## config.mk

```make
export PLATFORM = sky130hd
export DESIGN_NAME = gpu_param_fifo
export DESIGN_NICKNAME = d
export VERILOG_FILES = /design/src/rtl/gpu_fifo_pkg.sv /design/src/rtl/fifo_regfile.sv /design/src/rtl/gpu_param_fifo.sv
export SDC_FILE = /design/constraint.sdc
export NUM_CORES = 1
export LEC_CHECK = 0
export BUFFER_PORTS_ARGS = -buffer_cell sky130_fd_sc_hd__clkbuf_2
export CORE_MARGIN = 5
export CORE_UTILIZATION = 45
export DETAILED_ROUTE_END_ITERATION = 7
export SLEW_MARGIN = 20
export SYNTH_ARGS = -nofsm -noshare
export SYNTH_HDL_FRONTEND = slang
export SYNTH_SLANG_ARGS = --single-unit
```

## constraint.sdc

```tcl
create_clock -name clk -period 7.2 [get_ports clk]
set_input_delay 1.08 -clock clk [delete_from_list [all_inputs] [get_ports clk]]
set_output_delay 1.08 -clock clk [all_outputs]
set_load 0.005 [all_outputs]
```

## src/rtl/gpu_fifo_pkg.sv

```systemverilog
// Shared definitions for the GPU parametrised FIFOs.
package gpu_fifo_pkg;

  localparam int unsigned CMD_WIDTH = 38;

  function automatic int unsigned cnt_w(input int unsigned depth);
    return $clog2(depth) + 1;
  endfunction

endpackage

```

## src/rtl/fifo_regfile.sv

```systemverilog
// FIFO storage array: one synchronous write port, one asynchronous read port.
module fifo_regfile #(
  parameter int unsigned WIDTH = 38,
  parameter int unsigned DEPTH = 8,
  parameter int unsigned AW    = $clog2(DEPTH)
) (
  input  logic             clk,
  input  logic             w_en,
  input  logic [AW-1:0]    w_addr,
  input  logic [WIDTH-1:0] w_data,
  input  logic [AW-1:0]    r_addr,
  output logic [WIDTH-1:0] r_data
);

  logic [WIDTH-1:0] mem_q [DEPTH];

  // Contents are deliberately not reset; validity is tracked by the pointers.
  always_ff @(posedge clk) begin
    if (w_en) mem_q[w_addr] <= w_data;
  end

  assign r_data = mem_q[r_addr];

endmodule

```

## src/rtl/gpu_param_fifo.sv

```systemverilog
// Circular-buffer FIFO with occupancy count, threshold flags, flush, sticky errors
// and a selectable registered or first-word-fall-through read port.
module gpu_param_fifo
  import gpu_fifo_pkg::*;
#(
  parameter int unsigned WIDTH         = CMD_WIDTH,
  parameter int unsigned DEPTH         = 8,
  parameter int unsigned AFULL_THRESH  = DEPTH - 1,
  parameter int unsigned AEMPTY_THRESH = 1,
  parameter bit          FWFT          = 1'b0
) (
  input  logic                      clk,
  input  logic                      n_rst,
  input  logic                      clear,
  input  logic                      w_enable,
  input  logic [WIDTH-1:0]          w_data,
  input  logic                      r_enable,
  output logic [WIDTH-1:0]          r_data,
  output logic                      empty,
  output logic                      full,
  output logic                      almost_empty,
  output logic                      almost_full,
  output logic [cnt_w(DEPTH)-1:0]   count,
  output logic                      overflow,
  output logic                      underflow
);

  localparam int unsigned PW = $clog2(DEPTH);
  localparam int unsigned CW = cnt_w(DEPTH);
  localparam logic [CW-1:0] DepthC  = CW'(DEPTH);
  localparam logic [CW-1:0] AFullC  = CW'(AFULL_THRESH);
  localparam logic [CW-1:0] AEmptyC = CW'(AEMPTY_THRESH);
  localparam bit AFullRst = (AFULL_THRESH == 0);

  if ((DEPTH < 2) || ((DEPTH & (DEPTH - 1)) != 0)) begin : g_depth_chk
    $error("gpu_param_fifo: DEPTH must be a power of two >= 2");
  end
  if (!((AEMPTY_THRESH < AFULL_THRESH) && (AFULL_THRESH <= DEPTH))) begin : g_thresh_chk
    $error("gpu_param_fifo: need AEMPTY_THRESH < AFULL_THRESH <= DEPTH");
  end

  logic [PW-1:0]    wr_ptr_q, rd_ptr_q;
  logic [CW-1:0]    count_q, count_d;
  logic             empty_q, full_q, aempty_q, afull_q, ovf_q, unf_q;
  logic             wr_acc, rd_acc;
  logic [WIDTH-1:0] rd_word;

  // Acceptance uses the registered flags only, so no same-cycle pass-through.
  assign wr_acc = w_enable && !full_q  && !clear;
  assign rd_acc = r_enable && !empty_q && !clear;

  always_comb begin
    count_d = count_q;
    if (clear) count_d = '0;
    else       count_d = count_q + CW'(wr_acc) - CW'(rd_acc);
  end

  always_ff @(posedge clk or negedge n_rst) begin
    if (!n_rst) begin
      wr_ptr_q <= '0;
      rd_ptr_q <= '0;
      count_q  <= '0;
      empty_q  <= 1'b1;
      full_q   <= 1'b0;
      aempty_q <= 1'b1;
      afull_q  <= AFullRst;
      ovf_q    <= 1'b0;
      unf_q    <= 1'b0;
    end else begin
      count_q  <= count_d;
      empty_q  <= (count_d == '0);
      full_q   <= (count_d == DepthC);
      aempty_q <= (count_d <= AEmptyC);
      afull_q  <= (count_d >= AFullC);
      if (clear) begin
        wr_ptr_q <= '0;
        rd_ptr_q <= '0;
        ovf_q    <= 1'b0;
        unf_q    <= 1'b0;
      end else begin
        if (wr_acc) wr_ptr_q <= wr_ptr_q + PW'(1);
        if (rd_acc) rd_ptr_q <= rd_ptr_q + PW'(1);
        if (w_enable && full_q)  ovf_q <= 1'b1;
        if (r_enable && empty_q) unf_q <= 1'b1;
      end
    end
  end

  fifo_regfile #(
    .WIDTH (WIDTH),
    .DEPTH (DEPTH),
    .AW    (PW)
  ) u_regfile (
    .clk    (clk),
    .w_en   (wr_acc),
    .w_addr (wr_ptr_q),
    .w_data (w_data),
    .r_addr (rd_ptr_q),
    .r_data (rd_word)
  );

  if (FWFT) begin : g_fwft
    assign r_data = empty_q ? '0 : rd_word;
  end else begin : g_reg
    logic [WIDTH-1:0] r_data_q;
    always_ff @(posedge clk or negedge n_rst) begin
      if (!n_rst)      r_data_q <= '0;
      else if (clear)  r_data_q <= '0;
      else if (rd_acc) r_data_q <= rd_word;
    end
    assign r_data = r_data_q;
  end

  assign empty        = empty_q;
  assign full         = full_q;
  assign almost_empty = aempty_q;
  assign almost_full  = afull_q;
  assign count        = count_q;
  assign overflow     = ovf_q;
  assign underflow    = unf_q;

endmodule

```

# ---- After elaboration in Yosys (flattened, before gate mapping)
# Memories as Yosys holds them, arrays and structs flattened.
# Index checks and enable logic that the tools add are counted.
# W data, S select, Z words.
dict set report totals {
  mem_bits_ro 0
  memories 1
  input_bits 43
  latchBits 0
  mem_bits_rw 304
  regBits 54
  elab_cells 45
}
# memory words width read_ports rd_ports_with_merged_regs write_ports line
set memory_table {}
lappend memory_table {u_regfile.mem_q 8 38 1 0 1 fifo_regfile.sv:15} ;# logic [WIDTH-1:0] mem_q [DEPTH];
dict set report op_classes {
  bitwise_logic 0
  add_sub_neg 4
  eq_ne 1
  div 0
  n_mux 13
  n_shift 0
  magnitude_cmp 2
  multipliers 0
  n_reduce_logical 14
}
# cell count
set op_table {}
lappend op_table {{$mux W38} 2}
lappend op_table {{$mux W3} 4}
lappend op_table {{$reduce_bool A2 Y1} 4}
lappend op_table {{$add A3 B1 Y3 const B} 2}
lappend op_table {{$logic_and A1 B1 Y1} 6}
lappend op_table {{$mux W1} 6}
lappend op_table {{$add A4 B1 Y4} 1}
lappend op_table {{$eq A4 B4 Y1 const B} 1}
lappend op_table {{$ge A4 B3 Y1 const B} 1}
lappend op_table {{$le A4 B1 Y1 const B} 1}
lappend op_table {{$logic_not A4 Y1} 1}
lappend op_table {{$mux W4} 1}
lappend op_table {{$sub A4 B1 Y4} 1}
lappend op_table {{$logic_not A1 Y1} 3}

# ---- Longest topological paths before layout
dict set report depth {
  depth_word 7
  depth_mapped 12
  depth_no_buf 10
}

# ---- By module
# Synthesis repeated with hierarchy kept, for this count alone.
dict set report unflattened {
  cells_unflattened 607
  hier_area_um2 13595.5
}
# module n_inst cells_per_inst area_each_um2
set by_module_without_submodules {}
lappend by_module_without_submodules {fifo_regfile 1 452 11448.5}
lappend by_module_without_submodules {gpu_param_fifo 1 155 2147.1}

# ---- Worst setup path before layout
# No wires, ideal clock.
dict set report synth_path {
  kind {input to register}
  startpoint {input clear}
  endpoint {memory u_regfile.mem_q[0][0] (enable)}
  stages 3
  path_slack_ps 2590
  n_path_buf 0
  t_arrival_ps 4130
  setup_time_ps 480
  cell_sequence {nor3b_1 nand2b_1 nor3_1}
}
dict set report synth_between {
  elab_chain_cells 4
}
# element line
set synth_rtl {}
lappend synth_rtl {{start: declaration} gpu_param_fifo.sv:14} ;# input logic clear,
lappend synth_rtl {{$logic_not A1 Y1} gpu_param_fifo.sv:49} ;# assign wr_acc = w_enable && !full_q && !clear;
lappend synth_rtl {{$logic_and A1 B1 Y1} gpu_param_fifo.sv:49}
lappend synth_rtl {{$mux W1} fifo_regfile.sv:19} ;# if (w_en) mem_q[w_addr] <= w_data;
lappend synth_rtl {{$mux W1 (implied by the code)} fifo_regfile.sv:19}
lappend synth_rtl {{end: declaration} fifo_regfile.sv:15}
# No other way between the ends.

# ---- Worst setup path in the final report
dict set report layout_path {
  startpoint {input r_enable}
  endpoint {register full_q (netlist: full)}
}
dict set report layout_between {
  elab_chain_cells 5
}
# element line
set layout_rtl {}
lappend layout_rtl {{start: declaration} gpu_param_fifo.sv:17} ;# input logic r_enable,
lappend layout_rtl {{$logic_and A1 B1 Y1 (2 in series)} gpu_param_fifo.sv:50} ;# assign rd_acc = r_enable && !empty_q && !clear;
lappend layout_rtl {{$sub A4 B1 Y4} gpu_param_fifo.sv:55} ;# else count_d = count_q + CW'(wr_acc) - CW'(rd_acc);
lappend layout_rtl {{$mux W4} gpu_param_fifo.sv:54} ;# if (clear) count_d = '0;
lappend layout_rtl {{$eq A4 B4 Y1} gpu_param_fifo.sv:72} ;# full_q <= (count_d == DepthC);
lappend layout_rtl {{end signal: assignment} gpu_param_fifo.sv:72}
lappend layout_rtl {{end: declaration} gpu_param_fifo.sv:44} ;# logic empty_q, full_q, aempty_q, afull_q, ovf_q, unf_q;
# No other way between the ends.
# A chain may end at the register's enable or synchronous reset.

==> summary.txt <==
Place
  • PortBufs: 90
  • GP Congestion: 0.7058
  • Final HPWL DP: 15920 µm
  • Placed Area: 14680 µm²

STA
  • RSZ-0062 raised after global routing: no
  • Final hold vios: 0
  • Peak Freq: 0.2303 GHz
  • Max Slew Vio Count: 0
  • Setup tns final: 0 ns
  • Clk_skew: 0.02211 ns
  • Rel. slew slack: 42.61%
  • Setup-failing EPs final: 0
  • Hold_ws: 0.4904 ns
  • Crit share post-route: 60.31%
  • Final worst path period need: 4.342 ns
  • Slew @ Worst Pin: 0.8599 ns

Setup path
  • CP arrival: 4.75 ns
  • R2r worst-path depth: 10
  • CP max FO: 26
  • Required @ worst endpoint: 7.61 ns
  • Critical path class: in2reg
  • Reg2reg setup slack: 2.92 ns
  • R2r startpoint: empty$_DFF_PN1_
  • R2R Path End: full$_DFF_PN0_
  • Crit path capture type: flip-flop
  • Critical Path Start Type: input pin

Power
  • PD cells: 319.2 nW/µm²
  • Pleak: 5.470 nW
  • Worst VDD drop: 0.1464 mV

Hold path
  • Hold WC Path Type: reg2reg
  • WHS Endpoint: r_data[22]$_DFFE_PN0P_
  • Worst Hold Launch: r_data[22]$_DFFE_PN0P_
  • Hold Path Cell Cnt: 1

Global routing
  • Initial antenna violation count: 2
  • Largest net degree at the start of global routing: 55
  • Gr ovfl total: 0
  • First-pass GRT wire length: 44170 µm
  • Gr usage total: 16.92%
  • Vias in the first global route: 7580

Clock tree
  • Clk sinks: 358
  • CTS tree: built
  • Inserted Clock Buffers: 36
  • Clock-pin transition on the worst setup and hold timing paths: 0.06 ns
  • H-tree levels: 2
  • Hold-fix buffers at CTS: 0
  • Clock Latency Late Sink: 0.52 ns
  • Longest Clk Path Bufs: 3
  • PostCTS Resize Cnt: 0
  • Clock tree root buffer cell: clkbuf_16
  • Post-CTS Setup Inserts: 0

Die
  • I/O pins: 91
  • Core Area: 30430 µm²
  • Die Span Y: 185.3 µm
  • Die W: 185.3 µm
  • Starting Density: 45.43%
  • Row count: 64
  • Die area: 34320 µm²

Synthesis
  • #FFs+latches synth: 358
  • Avg Cell Area, Syn: 19.47 µm²
  • Synthesized netlist cell count: 710
  • Mapped cell area: 13820 µm²
  • Count of cell types in the netlist: 44
  • Synthesized Nets: 760
  • Ys Warns: 0
  • Primary flip-flop cell chosen by synthesis mapping: edfxtp_1
  • Asr flop ratio synth: 15.08%
  • Post-synth EDFFs: 304
  • Seq/Total Area, Yosys: 75.83%

Layout
  • Syn-to-layout area delta: 14.72%
  • Fin util: 52.11%
  • Fin area: 15860 µm²
  • Fraction of layout cells with a size suffix above 1: 26.75%
  • # nets final: 867
  • Ant. Diodes: 0

Detailed routing
  • Drt total wl: 28540 µm
  • Via count: 6856
  • Vias/cell: 5.525
  • Drc violations: 0
  • Pre-antenna DRT Iters: 5
  • Antenna-violating nets left: 0
  • Post-DR wirelength/cell: 23.00 µm
  • 1st-iter DRT viols: 434

Job
  • MaxCap Viol Count: 0

Run status
  • Status: completed
-- power breakdown --
group | internal (mW) | total (mW) | leakage [nW] | switching [mW]
sequential | 2.40 | 2.49 | 3.47 | 0.0946
combinational | 0.337 | 0.734 | 1.42 | 0.397
clock | 1.11 | 1.84 | 0.578 | 0.732
total | 3.84 | 5.06 | 5.47 | 1.22
-- stage by stage --
stage                     instances  setup WS [ns]  power [mW]
after floorplan                 710          2.590       3.061
after global placement         1175          2.452       3.248
after detailed placement       1175          2.311       3.288
after CTS                      1241          2.829       5.126
after global routing           1241          2.562       5.290
final                          1241          2.858       5.062
-- cell usage after synthesis, drive strengths merged (2+ instances only) --
library cell,count,area share (%)
dfstp,2,0.38
mux4,38,6.3
nand3b,2,0.11
a21oi,5,0.18
edfxtp,304,66
mux2,26,2.1
a32o,25,1.8
o31ai,14,1.0
nor3,2,0.072
buf,25,1.7
nor2b,3,0.14
dfrtp,52,9.4
nand3,16,0.58
xor2,5,0.32
nand2b,32,1.4
mux2i,52,3.8
and2,2,0.090
clkbuf,14,0.44
nand2,3,0.081
ha,6,0.54
a22oi,25,1.4
nor2,28,0.76
o22ai,13,0.59
inv,7,0.19
-- cells by family after synthesis --
| family | synth area share [%] |
|---|---|
| AOI/OAI and AO/OA | 5.168 |
| xor gates and xnor gates | 0.3802 |
| adders and majority gates | 0.6879 |
| buffers and inverters | 2.326 |
| DFF | 75.83 |
| muxes | 12.18 |
| and+or+nand+nor | 3.421 |
-- worst max-delay path, stage by stage --
cell and delay (ns):
clkbuf_2 0.10, nand2b_1 0.51, nand2b_1 0.69, inv_2 0.52
ha_1 0.44, inv_1 0.04, ha_1 0.20, fa_1 0.38
xor2_1 0.20, or3_1 0.35, a211oi_1 0.23
-- flip-flops by register name, indices dropped and copies added (netlist names) --
name and cells:
empty 1, wr_ptr_q 3, almost_empty 1, r_data 38, count 4, underflow 1
full 1, overflow 1, almost_full 1, u_regfile.mem_q 304, rd_ptr_q 3
-- layout by cell type (no fill, tap or decap), types with 13 or more instances in the layout --
cell       synthesis  layout
nand3_1           16      16
a22oi_1           25      25
nor2_1            28      21
o22ai_1           13      13
clkbuf_2           1      89
clkbuf_16          0      38
mux2i_1           52      52
a32o_1            25      25
mux4_2            34      34
mux2_1            15      15
dfrtp_1           52      49
buf_4              3      18
edfxtp_1         304     304
nand2b_1          32      32
-- per-layer routing --
| layer | wire length [µm] | global-route usage, % | vias up |
|---|---|---|---|
| met2 | 14700 | 29.42 | 140 |
| li1 | - | - | 3078 |
| met3 | 1147 | 3.123 | 47 |
| met4 | 663 | 5.373 | 4 |
| met5 | 40 | 0 | - |
| met1 | 11990 | 21.67 | 3587 |
-- layout make-up --
class / count / area, µm²
Clock inverter: 15 / 152.6
Timing Repair Buffer: 108 / 585.6
Clock buffer: 51 / 1030
Fill cell: 2420 / 14570
Multi-Input combinational cell: 306 / 3079
Sequential cell: 358 / 10490
Tap cell: 396 / 495.5
Inverter: 7 / 26.28
-- how the worst max path moves through the flow --
stage / start / cells after the start / endpoint
2_1_floorplan: clear / 3 / u_regfile.mem_q[0][0]$_DFFE_PP_
3_3_place_gp: r_enable / 11 / empty$_DFF_PN1_
3_5_place_dp: r_enable / 10 / full$_DFF_PN0_
4_1_cts: r_enable / 10 / full$_DFF_PN0_
5_1_grt: r_enable / 11 / full$_DFF_PN0_
6_report: r_enable / 11 / full$_DFF_PN0_
Note: power is estimated with default switching activity, not from simulation.
